### config.mk
export PLATFORM = sky130hd
export DESIGN_NAME = wishbone_rr_arbiter
export DESIGN_NICKNAME = d
export VERILOG_FILES = /design/src/rtl/wishbone_rr_arbiter.sv
export SDC_FILE = /design/constraint.sdc
export NUM_CORES = 1
export LEC_CHECK = 0
export ABC_CLOCK_PERIOD_IN_PS = 2600
export CAP_MARGIN = 20
export CORE_MARGIN = 4
export CORE_UTILIZATION = 26
export DETAILED_ROUTE_END_ITERATION = 7
export GPL_TIMING_DRIVEN = 0
export PLACE_DENSITY_LB_ADDON = 0.12
export SYNTH_ARGS = -nofsm -noshare
export SYNTH_HDL_FRONTEND = slang
export SYNTH_SLANG_ARGS = --single-unit
### constraint.sdc
create_clock -name CLK_I -period 2.6 [get_ports CLK_I]
set_input_delay 0.78 -clock CLK_I [delete_from_list [all_inputs] [get_ports CLK_I]]
set_output_delay 0.78 -clock CLK_I [all_outputs]
set_load 0.01 [all_outputs]
### src/rtl/wishbone_rr_arbiter.sv
// Round-robin arbiter sharing one pipelined Wishbone B4 target between NumInitiators initiators,
// with an outstanding-transfer cap. Optional watchdog: define WB_ARB_TIMEOUT_EN.
module wishbone_rr_arbiter #(
    parameter int NumInitiators  = 2,
    parameter int AddressWidth   = 16,
    parameter int DataWidth      = 8,
    parameter int Granularity    = 8,
    parameter int MaxOutstanding = 4,
    parameter int TimeoutCycles  = 256
) (
    input  logic                                 CLK_I,
    input  logic                                 RST_I,
    input  logic [NumInitiators-1:0]             I_CYC_I,
    input  logic [NumInitiators-1:0]             I_STB_I,
    input  logic [NumInitiators-1:0]             I_WE_I,
    input  logic [NumInitiators*AddressWidth-1:0] I_ADDR_I,
    input  logic [NumInitiators*DataWidth-1:0]   I_DAT_I,
    input  logic [NumInitiators*(DataWidth/Granularity)-1:0] I_SEL_I,
    output logic [DataWidth-1:0]                 I_DAT_O,
    output logic [NumInitiators-1:0]             I_ACK_O,
    output logic [NumInitiators-1:0]             I_ERR_O,
    output logic [NumInitiators-1:0]             I_STALL_O,
    output logic                                 CYC_O,
    output logic                                 STB_O,
    output logic                                 WE_O,
    output logic [AddressWidth-1:0]              ADDR_O,
    output logic [DataWidth-1:0]                 DAT_O,
    output logic [DataWidth/Granularity-1:0]     SEL_O,
    input  logic [DataWidth-1:0]                 DAT_I,
    input  logic                                 ACK_I,
    input  logic                                 ERR_I,
    input  logic                                 STALL_I,
    output logic [NumInitiators-1:0]             GNT_O
);

    localparam int SelWidth = DataWidth / Granularity;
    localparam int IdxW     = (NumInitiators > 1) ? $clog2(NumInitiators) : 1;
    localparam int CntW     = $clog2(MaxOutstanding + 1);

    typedef enum logic {S_IDLE, S_OWNED} state_t;

    state_t                   r_state, w_state_nxt;
    logic [IdxW-1:0]          r_owner, r_last, w_pick, w_cand;
    logic                     w_found;
    logic [CntW-1:0]          r_count;
    logic                     w_full, w_accept, w_resp, w_release, w_timeout, w_cyc;
    logic [NumInitiators-1:0] w_req, w_owner_oh;

    assign w_full     = (r_count == CntW'(MaxOutstanding));
    assign w_accept   = STB_O & ~STALL_I;
    assign w_resp     = ACK_I | ERR_I;
    assign w_owner_oh = {{(NumInitiators-1){1'b0}}, 1'b1} << r_owner;
    assign w_release  = (r_state == S_OWNED) && (!I_CYC_I[r_owner] || w_timeout);
    assign I_DAT_O    = DAT_I;

`ifdef WB_ARB_TIMEOUT_EN
    localparam int WdW = $clog2(TimeoutCycles + 1);
    logic [WdW-1:0]           r_wdog;
    logic [NumInitiators-1:0] r_mask;

    // A timed-out owner sits out one arbitration round, or until it drops CYC.
    assign w_timeout = (r_state == S_OWNED) && (r_count != '0) && !w_resp
                       && (r_wdog == WdW'(TimeoutCycles - 1));
    assign w_req     = I_CYC_I & ~r_mask;

    always_ff @(posedge CLK_I or posedge RST_I) begin
        if (RST_I) begin
            r_wdog <= '0;
            r_mask <= '0;
        end else begin
            if (r_state != S_OWNED || r_count == '0 || w_resp || w_timeout)
                r_wdog <= '0;
            else
                r_wdog <= r_wdog + WdW'(1);

            if (w_timeout)
                r_mask <= w_owner_oh;
            else if (r_state == S_IDLE && w_found)
                r_mask <= '0;
            else
                r_mask <= r_mask & I_CYC_I;
        end
    end
`else
    assign w_timeout = 1'b0;
    assign w_req     = I_CYC_I;
`endif

    // Cyclic priority search starting just after the last owner.
    always_comb begin
        w_found = 1'b0;
        w_pick  = r_last;
        w_cand  = r_last;
        for (int i = 1; i <= NumInitiators; i++) begin
            w_cand = IdxW'((int'(r_last) + i) % NumInitiators);
            if (!w_found && w_req[w_cand]) begin
                w_found = 1'b1;
                w_pick  = w_cand;
            end
        end
    end

    always_comb begin
        w_state_nxt = r_state;
        case (r_state)
            S_IDLE:  if (w_found)   w_state_nxt = S_OWNED;
            S_OWNED: if (w_release) w_state_nxt = S_IDLE;
            default: w_state_nxt = S_IDLE;
        endcase
    end

    // NOTE: every output gets a default before the state-dependent overrides, so no latch is inferred.
    always_comb begin
        w_cyc     = 1'b0;
        CYC_O     = 1'b0;
        STB_O     = 1'b0;
        WE_O      = 1'b0;
        ADDR_O    = '0;
        DAT_O     = '0;
        SEL_O     = '0;
        I_ACK_O   = '0;
        I_ERR_O   = '0;
        I_STALL_O = '1;
        GNT_O     = '0;
        if (r_state == S_OWNED) begin
            w_cyc              = I_CYC_I[r_owner] & ~w_timeout;
            GNT_O              = w_owner_oh;
            CYC_O              = w_cyc;
            STB_O              = I_STB_I[r_owner] & w_cyc & ~w_full;
            WE_O               = I_WE_I[r_owner];
            ADDR_O             = I_ADDR_I[r_owner*AddressWidth +: AddressWidth];
            DAT_O              = I_DAT_I[r_owner*DataWidth +: DataWidth];
            SEL_O              = I_SEL_I[r_owner*SelWidth +: SelWidth];
            I_STALL_O[r_owner] = STALL_I | w_full | w_timeout;
            I_ACK_O[r_owner]   = ACK_I;
            I_ERR_O[r_owner]   = ERR_I | w_timeout;
        end
    end

    // NOTE: state registers use non-blocking assignments so all updates see pre-edge values.
    always_ff @(posedge CLK_I or posedge RST_I) begin
        if (RST_I) begin
            r_state <= S_IDLE;
            r_owner <= '0;
            r_last  <= IdxW'(NumInitiators - 1);
            r_count <= '0;
        end else begin
            r_state <= w_state_nxt;
            if (r_state == S_IDLE) begin
                r_count <= '0;
                if (w_found) r_owner <= w_pick;
            end else if (w_release) begin
                r_last  <= r_owner;
                r_count <= '0;
            end else if (w_accept && !w_resp) begin
                r_count <= r_count + CntW'(1);
            end else if (w_resp && !w_accept && r_count != '0) begin
                r_count <= r_count - CntW'(1);
            end
        end
    end

endmodule

**After elaboration in Yosys (flattened, before gate mapping)**

Index checks and enable logic that the tools add are counted.
Widths: inputs -> output; s select.

- $add $sub $neg: 4
- Magnitude comparators: 4
- Equality and inequality tests: 2
- Shift-type cells: 4
- Muxes and demuxes: 33
- Bitwise gates (word level): 12
- Reduce and logical (&&, ||, !) cells: 13

Operators with widths:

| operator | count |
|---|---|
| $shiftx 32x6->16 | 1 |
| $mux 1 | 21 |
| $mux 16 | 1 |
| $shiftx 16x5->8 | 1 |
| $mux 3 | 4 |
| $mux 2 | 4 |
| $mux 8 | 1 |
| $logic_and 1x1->1 | 6 |
| $lt 1x2->1 const B | 3 |
| $and 2x2->2 | 2 |
| $logic_not 1->1 | 4 |
| $ne 4x1->1 const B | 1 |
| $reduce_and 2->1 | 2 |
| $add 3x1->3 const B | 1 |
| $and 1x1->1 | 3 |
| $eq 3x3->1 const B | 1 |
| $not 1->1 | 3 |
| $reduce_bool 3->1 | 1 |
| $sub 3x1->3 const B | 1 |
| $add 1x1->1 const B | 2 |
| $not 2->2 | 1 |
| $or 1x1->1 | 2 |
| $or 2x2->2 | 1 |
| $pmux 1 s2 | 1 |
| 4 further kinds | 4 |

- Register bits after elaboration: 6

**Depth between registers and ports, before layout**

Gate-level depths: netlist of the first run.

- Depth after elaboration: 13
- Depth in mapped cells: 8
- Gate-level depth less buffers: 7

**Worst setup path before layout of the first run**

OpenSTA, ideal clock, no wires.

- Kind: input port to flip-flop
- Start: in ERR_I
- End: reg r_count[1]
- Arrival: 2.452 ns
- Required time: 2.522 ns
- Slack: 0.070 ns
- Stages on the path: 6
- Buffers on the path: 0
- Path through: or2_2 -> or3_1 -> nor3_1 -> fa_1 -> a2111o_1 -> a21oi_1

- Cells in the longest elaborated chain, start to end: 6
- Elaborated cells on any way between the ends: 9
- Those cells by class: 1 x eq/ne; 3 x mux; 1 x bitwise; 4 x reduce/logical

RTL lines:

| element | line | text |
|---|---|---|
| start, declared | 31 | `input logic ERR_I,` |
| $or 1x1->1 (*) | 51 | `assign w_resp = ACK_I \| ERR_I;` |
| $logic_not 1->1 | 155 | `end else if (w_accept && !w_resp) begin` |
| $logic_and 1x1->1 | 155 |  |
| $mux 3 | 155 |  |
| $mux 3 | 152 | `end else if (w_release) begin` |
| $mux 3 | 149 | `if (r_state == S_IDLE) begin` |
| end signal, assigned | 156 | `r_count <= r_count + CntW'(1);` |
| end signal, assigned | 158 | `r_count <= r_count - CntW'(1);` |
| end, declared | 45 | `logic [CntW-1:0] r_count;` |

Every way passes the cells marked *; elsewhere a longest branch is shown, timed or not.
A chain may end at the register's enable or synchronous reset.

**Worst setup path after layout of the first run**

Ends and elaborated chain as after synthesis.

==> results of run 1 <==
## through the flow
step / instance area, um2 / instances / total power, mW / util
3_5_place_dp: 2020 / 274 / 1.15 / 0.600
6_report: 2110 / 285 / 1.24 / 0.628
5_1_grt: 2110 / 285 / 1.34 / 0.628
4_1_cts: 2100 / 285 / 1.24 / 0.625
3_3_place_gp: 2020 / 274 / 1.12 / 0.600
2_1_floorplan: 918 / 124 / 0.668 / -
## critical path, cell delays in order
cell,delay (ns)
sky130_fd_sc_hd__dlygate4sd2_1,0.27
sky130_fd_sc_hd__or2_4,0.27
sky130_fd_sc_hd__or3_4,0.36
sky130_fd_sc_hd__nor3_4,0.21
sky130_fd_sc_hd__fa_2,0.45
sky130_fd_sc_hd__a2111o_1,0.30
sky130_fd_sc_hd__a21oi_1,0.13
## layer usage
| metal | wire [um] | share of wire |
|---|---|---|
| met1 | 1300 | 0.32 |
| met2 | 2380 | 0.58 |
| met3 | 377 | 0.092 |
| met4 | 47 | 0.011 |
| met5 | 0 | 0 |
## cells by family after synthesis
kind of cell,after synthesis
mux,28
buf+inv,20
fa+ha+maj,1
compound gates,15
xor+xnor,1
flops,6
simple gates,53
## timing repair
action                     CTS  global route
setup endpoints to repair   36             9
hold buffers                 0             0
resized for setup           48            12
setup buffers                7             0
pin swaps                    2             1
## how the worst max path moves through the flow
stage | start | slack (ns) | endpoint | depth (start not counted)
after floorplan | ERR_I | 0.07 | r_count[1] | 6
after global placement | I_CYC_I[0] | -0.60 | STB_O | 5
after detailed placement | I_CYC_I[1] | -0.60 | STB_O | 5
after CTS | I_CYC_I[1] | -0.06 | STB_O | 6
after global routing | ERR_I | 0.002 | r_count[1] | 7
final | ERR_I | 0.02 | r_count[1] | 7
## where the power goes
part	leakage [nW]	internal [mW]	total [mW]	switching, mW
logic	0.913	0.526	0.987	0.461
clock network	0.0150	0.0587	0.101	0.0426
registers	0.0740	0.126	0.153	0.0268
total	1.00	0.711	1.24	0.530
## final cells by class
cell class | count | area (um2)
plain buffers | 15 | 96.3
clock buffers | 4 | 26.3
fillers | 344 | 1250
inverters | 5 | 18.8
multi-input cells | 98 | 714
flip-flops and latches | 6 | 153
well taps | 46 | 57.6
repair buffers | 111 | 1040
## cell usage in the layout (no fill, tap or decap), types with 2 or more instances in the layout
cell type and instances:
sky130_fd_sc_hd__clkdlybuf4s15_1 2, sky130_fd_sc_hd__clkbuf_2 3, sky130_fd_sc_hd__clkbuf_1 2, sky130_fd_sc_hd__a21oi_1 3, sky130_fd_sc_hd__dfrtp_1 4, sky130_fd_sc_hd__nor2_1 30, sky130_fd_sc_hd__nand2_1 5, sky130_fd_sc_hd__mux2i_1 26
sky130_fd_sc_hd__dlygate4sd2_1 31, sky130_fd_sc_hd__o21ai_0 4, sky130_fd_sc_hd__inv_1 5, sky130_fd_sc_hd__and3_1 2, sky130_fd_sc_hd__nor4_1 2, sky130_fd_sc_hd__clkbuf_4 3, sky130_fd_sc_hd__clkdlybuf4s50_1 69, sky130_fd_sc_hd__a2111o_1 2
sky130_fd_sc_hd__buf_2 4, sky130_fd_sc_hd__and2_1 3, sky130_fd_sc_hd__buf_4 16, sky130_fd_sc_hd__nor3_1 2
## sequential cells by signal (all words and copies together) (netlist names)
signal,cells
r_count,3
r_last,1
r_owner,1
r_state,1
==> results.md, run 1 <==
Outcome:
- The flow ran to the end, and the final reports show no timing, DRC or antenna violations.

Routing:
- After detailed routing, the number of vias per cell comes to about 4.6.
- The total iterations of the first detailed-routing run is 4.
- After detailed routing, the total wire length is 4100 um.
- The detailed router placed 1,304 vias in this run.
- The number of DRC markers after the initial detailed-route iteration is 57.
- In this run the remaining antenna-violating nets after routing total 0.
- The routed length per placed instance is 14.4 um.
- For this run, design rule violations remaining after detail routing come to 0.

Final layout:
- The relative area change from synthesis to final layout is 130%.
- The total number of nets in the final design is 310.
- The repair_antennas step left the layout with diodes totalling 0.
- Of the cells placed in the final design, the portion with a size suffix greater than 1 is 0.167.

Die:
- The core region is 3360 um2.
- Measured along the y axis, the die boundary spans 67.4 um.
- The initialized floorplan defines 21 standard-cell rows.
- The area of the die is around 4500 um2.
- In this run the horizontal extent of the chip is 67.4 um.
- During I/O placement, the number of pins put on the boundary was 113.
- The initial utilization of the core area, before any placement, comes to 0.273.

Global route:
- The number of antenna violations at the first check in global routing is 0.
- Summed over all layers, the global routing overflow is 0.
- In the global route stage, met3 resource usage came out at 0.0566.
- The first global-routing pass estimated 6520 um of wire.
- The global routing usage on met1 is 0.167.
- In the global route stage, overall resource usage came out at 0.188.
- The largest net degree at the start of global routing is 11.
- The met2 demand-to-capacity share in global routing is 0.405.
- The number of global-route vias before repair is ~1,500.
- In this run the most used layer during global routing was met2.

CTS:
- The TritonCTS buffer count is 3.
- The sink count of the clock tree is 6.
- The clock insertion delay at the later pin of the skew report is 0.26 ns.
- The clock transition at the register clock pins on the worst setup and hold paths after CTS is ~0.06 ns.
- In this run the clock root is driven by a sky130_fd_sc_hd__clkbuf_4.
- CTS built an H-tree with a depth of 1.
- The clock passes through at most 2 buffers.
- TritonCTS built the clock tree.

Logic synthesis:
- The dominant combinational cell family by area after synthesis is multiplexers.
- The count of warnings emitted by yosys is 0.
- The async set-reset flop share out of synthesis is 1.00.
- The synthesized-area fraction occupied by and/or/nand/nor cells is 0.256.
- The share of cell area taken by muxes after synthesis is 0.309.
- The most common cell in the synthesized netlist is sky130_fd_sc_hd__nor2_1.
- Yosys attributes the largest share of cell area to sky130_fd_sc_hd__mux2i_1, sky130_fd_sc_hd__dfrtp_1, sky130_fd_sc_hd__nor2_1.
- Synthesis inferred 6 register bits.
- The biggest area contributor in the post-synthesis netlist is sky130_fd_sc_hd__mux2i_1.
- For this run, the register share of the synthesized area comes to 0.165.
- The post-synth design cell area is between 900 and 1000 um2.
- The parity-gate share of the synthesized area counting xor and xnor cells is 0.00954.
- The number of library cell types mapped by synthesis is 31.
- After synthesis, the most frequently instantiated cells are sky130_fd_sc_hd__nor2_1, sky130_fd_sc_hd__mux2i_1, sky130_fd_sc_hd__buf_4.
- In this run, synthesis inferred 0 flip-flops with an integrated enable.
- Of the post-synthesis cell area, the dominant cell type holds 0.294.
- The fraction of the mapped netlist area in adder cells is 0.0218.
- The synthesized instance count is 124.
- For this run, the leading register cell type out of synthesis is sky130_fd_sc_hd__dfrtp_1.
- Each instance of the synthesized netlist takes up on average 7.41 um2.
- Synthesis produced a netlist with a net count of roughly 190.
- The fraction of the mapped netlist area in compound gates is 0.117.

Min path:
- The cell depth of the worst hold path is 2.
- The beginning of the worst hold path is r_last.
- The endpoint of the worst hold path is r_last.
- The type of the tightest min-delay check is reg2reg.

STA:
- The final-layout worst hold slack is between 0.4 and 0.5 ns.
- For the pin with the worst max-slew slack, the measured transition is 0.418 ns.
- Clock skew on the completed layout was measured at between 0.01 and 0.015 ns.
- After routing, the total negative slack on setup checks comes to 0 ns.
- The worst setup slack after layout is 0.0200 ns.
- The max-slew headroom at the worst pin is 0.721.
- Setup repair after global routing left no endpoint under its margin.
- The clock period minus final worst setup slack is approximately 2.6 ns.
- The hold violation total from the final report was 0.
- The final number of max-transition violations is 0.
- Setup violations remaining at the end of the flow were counted as 0.
- Static timing analysis puts the maximum clock frequency at 388 MHz.
- In the finished design, the share of the clock period the worst path needs comes to 0.992.

Job:
- The tool flagged a number of max-cap violations equal to 0.

Setup path:
- In this run the critical register-to-register path is launched from r_owner.
- The highest net fanout along the worst path is 4.
- Counting cells, the worst reg-to-reg path comes to 7.
- The flop-to-flop setup slack is 0.30 ns.
- The sort of element at the end of the critical path is a flop.
- The signal arrival time at the worst endpoint is 2.77 ns.
- The data required time of the critical path is approximately 2.8 ns.
- The worst register-to-register path ends at r_count[1].
- The critical path in this run is classified as in2reg.
- The sort of element at the start of the critical path is an input pin.

Placed design:
- The worst-case setup slack after placement is -0.603 ns.
- The total of buffers placed on input and output ports is roughly 100.
- The final weighted congestion in routability-driven placement is 0.769.
- The HPWL after detailed placement is 3540 um.

Pwr:
- The peak supply drop is 0.299 mV.
- For this design the static power due to leakage is 1.00 nW.
- The ratio of total power to cell area is 588 nW/um2.
Power figures use the tool's default switching activity.
==> inputs of run 2 (changes only) <==
ABC_CLOCK_PERIOD_IN_PS = 2400   (was 2600)
CORE_MARGIN = not set   (was 4)
clock period = 2.4 ns   (was 2.6 ns; I/O delays follow)
==> results.md, run 2 (synthesis results as in run 1) <==
Outcome:
- The run finished with clean final reports.

Global route:
- Entering global routing, the biggest net connects 11 pins.
- The global-route usage over all layers is 0.187.
- The number of global-route vias before repair came to ~1,200.
- The first global-routing pass estimated 5210 um of wire.
- The residual overflow from global routing is 0.
- The number of antenna violations at the first check in global routing was 0.

Setup path:
- The endpoint identified for the worst register-to-register timing path is r_count[1].
- The sort of element at the start of the critical path is an input pin.
- The setup path with the least slack is of type in2out.
- The reg-to-reg startpoint is r_owner.
- STA classifies the critical path endpoint as an output port.
- The flop-to-flop setup slack is 0.08 ns.
- The highest net fanout along the worst path is 5.
- In this run the worst setup path terminates at CYC_O.
- Counting cells, the worst reg-to-reg path comes to 7.
- The signal arrival time at the worst endpoint is 1.63 ns.
- The data required time of the critical path is approximately 1.7 ns.
- Tracing the worst setup path back leads to its startpoint at I_CYC_I[1].

CTS:
- The clock insertion delay at the later pin of the skew report is around 0.25 ns.
- Buffers inserted during clock tree synthesis total 3.
- In this run the number of H-tree levels came out at 1.
- The tree is rooted in a sky130_fd_sc_hd__clkbuf_4.
- The buffer levels on the longest clock path is 2.
- Clock-pin slew was measured on the worst setup and hold paths at 0.05 ns.
- The post-cts hold buffer count is 0.
- The CTS tree is done.
- The sink count of the clock tree is 6.

Pwr:
- Of the total power, the share spent switching nets is 0.422.
- The ratio of total power to cell area is 639 nW/um2.
- The combinational share of power is 0.801.
- The fraction of power consumed by the clock network is 0.077.
- The cell-internal power is 0.796 mW.
- Across the VDD grid, the largest voltage drop is between 0.3 and 0.4 mV.
- The cell leakage power is 1.04 nW.
- The power dissipated by switching net loads is slightly below 0.6 mW.
- The share of total power dissipated in sequential elements is 0.122.

Routing:
- Summed over all layers, the routed wires come to 3600 um.
- The residual antenna-violating net count after detailed routing is 0.
- The detailed router finished its first iteration with 35 violations.
- In the routed design, unresolved DRC markers number 0.
- The ratio of routed vias to standard cells is around 4.6.
- The first TritonRoute pass finished after 4 iterations.
- The routed layout has roughly 1,300 vias.
- The routed length per placed instance is 12.6 um.

Final layout:
- r_count holds more flip-flops than any other register.
- The fraction of layout instances using a drive strength above 1 is 0.205.
- The number of fill cells is 307.
- The number of diodes is 0.
- The flip-flop count of the largest register, all copies and words added is 3.
- The count of cells in the finished layout, fillers not included, comes to 285.
- At the end of the flow, the number of nets in the layout was 310.
- The area used by multi-input combinational logic is 723 um2.
- The top cell types in the final layout, fill and taps aside, are sky130_fd_sc_hd__clkdlybuf4s50_1, sky130_fd_sc_hd__nor2_1, sky130_fd_sc_hd__mux2i_1.
- The area growth from synthesis to layout is 135%.
- The library cell used most frequently in the layout, excluding fill and tap cells, is sky130_fd_sc_hd__clkdlybuf4s50_1.
- The sequential standard cell area is 154 um2.

STA:
- The final sum of negative setup slack is 0 ns.
- After layout, the minimum clock period comes to around 2.4 ns.
- The worst setup slack after layout is between 0.04 and 0.05 ns.
- The pin slew with the least headroom to its limit is about 0.37 ns.
- Between clock sinks in the finished design, the worst skew comes to 0.000191 ns.
- The hold violation total from the final report was 0.
- The max-slew headroom at the worst pin is 0.750.
- The top achievable clock speed is 425 MHz.
- The final-layout worst hold slack is 0.507 ns.
- The number of setup violations in the final report is 0.
- In the finished design, the share of the clock period the worst path needs comes to 0.981.
- The final number of max-transition violations came to 0.

Die:
- The initial core utilization is 0.273.
- The placement row count is 21.
- The core footprint is roughly 3400 um2.
- The die is 61.4 um wide.
- From bottom edge to top edge, the die measures about 61 um.
- The die covers 3770 um2.
- In this run the count of I/O pins placed on the die edge is 113.

Min path:
- The type of the tightest min-delay check is reg2reg.
- The beginning of the worst hold path is r_last.

Job:
- Across the run, the number of max-cap violations was 0.

Placed design:
- Detailed placement finished with a half-perimeter wire length of between 2000 and 3000 um.
- During placement, the flow inserted port buffers numbering around 100.
- Prior to clock tree synthesis, the placed netlist has a worst setup slack of -0.715 ns.
- The instance count after placement with tap cells included is 274.
- The final weighted congestion in routability-driven placement is roughly 0.7.
[run 2: changes by cell type in the layout (fill, tap and decap cells not counted), moves of 2 or more]
| cell | before | now |
|---|---|---|
| sky130_fd_sc_hd__buf_2 | 4 | 1 |
| sky130_fd_sc_hd__buf_4 | 16 | 18 |
| sky130_fd_sc_hd__buf_6 | 0 | 2 |
| sky130_fd_sc_hd__clkbuf_2 | 3 | 5 |
| sky130_fd_sc_hd__clkbuf_4 | 3 | 5 |
| sky130_fd_sc_hd__clkdlybuf4s15_1 | 2 | 6 |
| sky130_fd_sc_hd__clkdlybuf4s50_1 | 69 | 65 |
| sky130_fd_sc_hd__dlygate4sd2_1 | 31 | 20 |
| sky130_fd_sc_hd__dlymetal6s2s_1 | 0 | 6 |
[run 2: layout make-up]
cell class / instances / share of cell area
multi-input cells: 98 / 0.336
clock buffers: 4 / 0.0122
well taps: 46 / 0.0267
inverters: 5 / 0.00871
flip-flops and latches: 6 / 0.0714
plain buffers: 15 / 0.0528
repair buffers: 111 / 0.492
[run 2: how the worst min path moves through the flow]
| stage | to | slack (ns) | cells after the start |
|---|---|---|---|
| 2_1_floorplan | r_last | 0.46 | 2 |
| 6_report | r_last | 0.51 | 2 |
| 5_1_grt | r_last | 0.53 | 2 |
| 4_1_cts | r_last | 0.51 | 2 |
| 3_5_place_dp | r_last | 0.50 | 2 |
| 3_3_place_gp | r_last | 0.47 | 2 |
[run 2: power by group through the flow]
stage / logic [mW] / registers [mW] / clock network [mW]
after floorplan: 0.573 / 0.153 / 0
after global placement: 1.06 / 0.157 / 0
after detailed placement: 1.08 / 0.159 / 0
after CTS: 1.04 / 0.164 / 0.106
after global routing: 1.20 / 0.173 / 0.117
final: 1.10 / 0.168 / 0.106
[run 2: through the flow]
stage	util	instance area, um2	power, mW
after global placement	0.603	2030	1.21
after global routing	0.641	2150	1.49
after detailed placement	0.603	2030	1.24
after floorplan	-	928	0.726
final	0.641	2150	1.38
after CTS	0.619	2080	1.31
[run 2: repair_timing]
item	4_1_cts	5_1_grt
buffers inserted	3	4
endpoints found under the setup margin	36	30
pin swaps	4	7
endpoints found under the hold margin	0	0
resized for setup	53	41
[run 2: metal layers]
metal  global-route usage  vias up  share of wire
li1                     -      648              -
met1                0.198      589           0.35
met2                0.335       58           0.56
met3               0.0693        2          0.089
met4               0.0730        0         0.0044
met5                    0        -              0
[run 2: critical path, stage by stage]
cell	delay, ns
sky130_fd_sc_hd__clkdlybuf4s15_1	0.22
sky130_fd_sc_hd__mux2i_1	0.19
sky130_fd_sc_hd__nand2b_4	0.18
sky130_fd_sc_hd__inv_1	0.04
sky130_fd_sc_hd__dlygate4sd2_1	0.27
==> inputs of run 3 (changes only) <==
GPL_ROUTABILITY_DRIVEN = 0   (was not set)
==> results of run 3 <==
Final layout, timing and power as in run 2 (identical DEF).
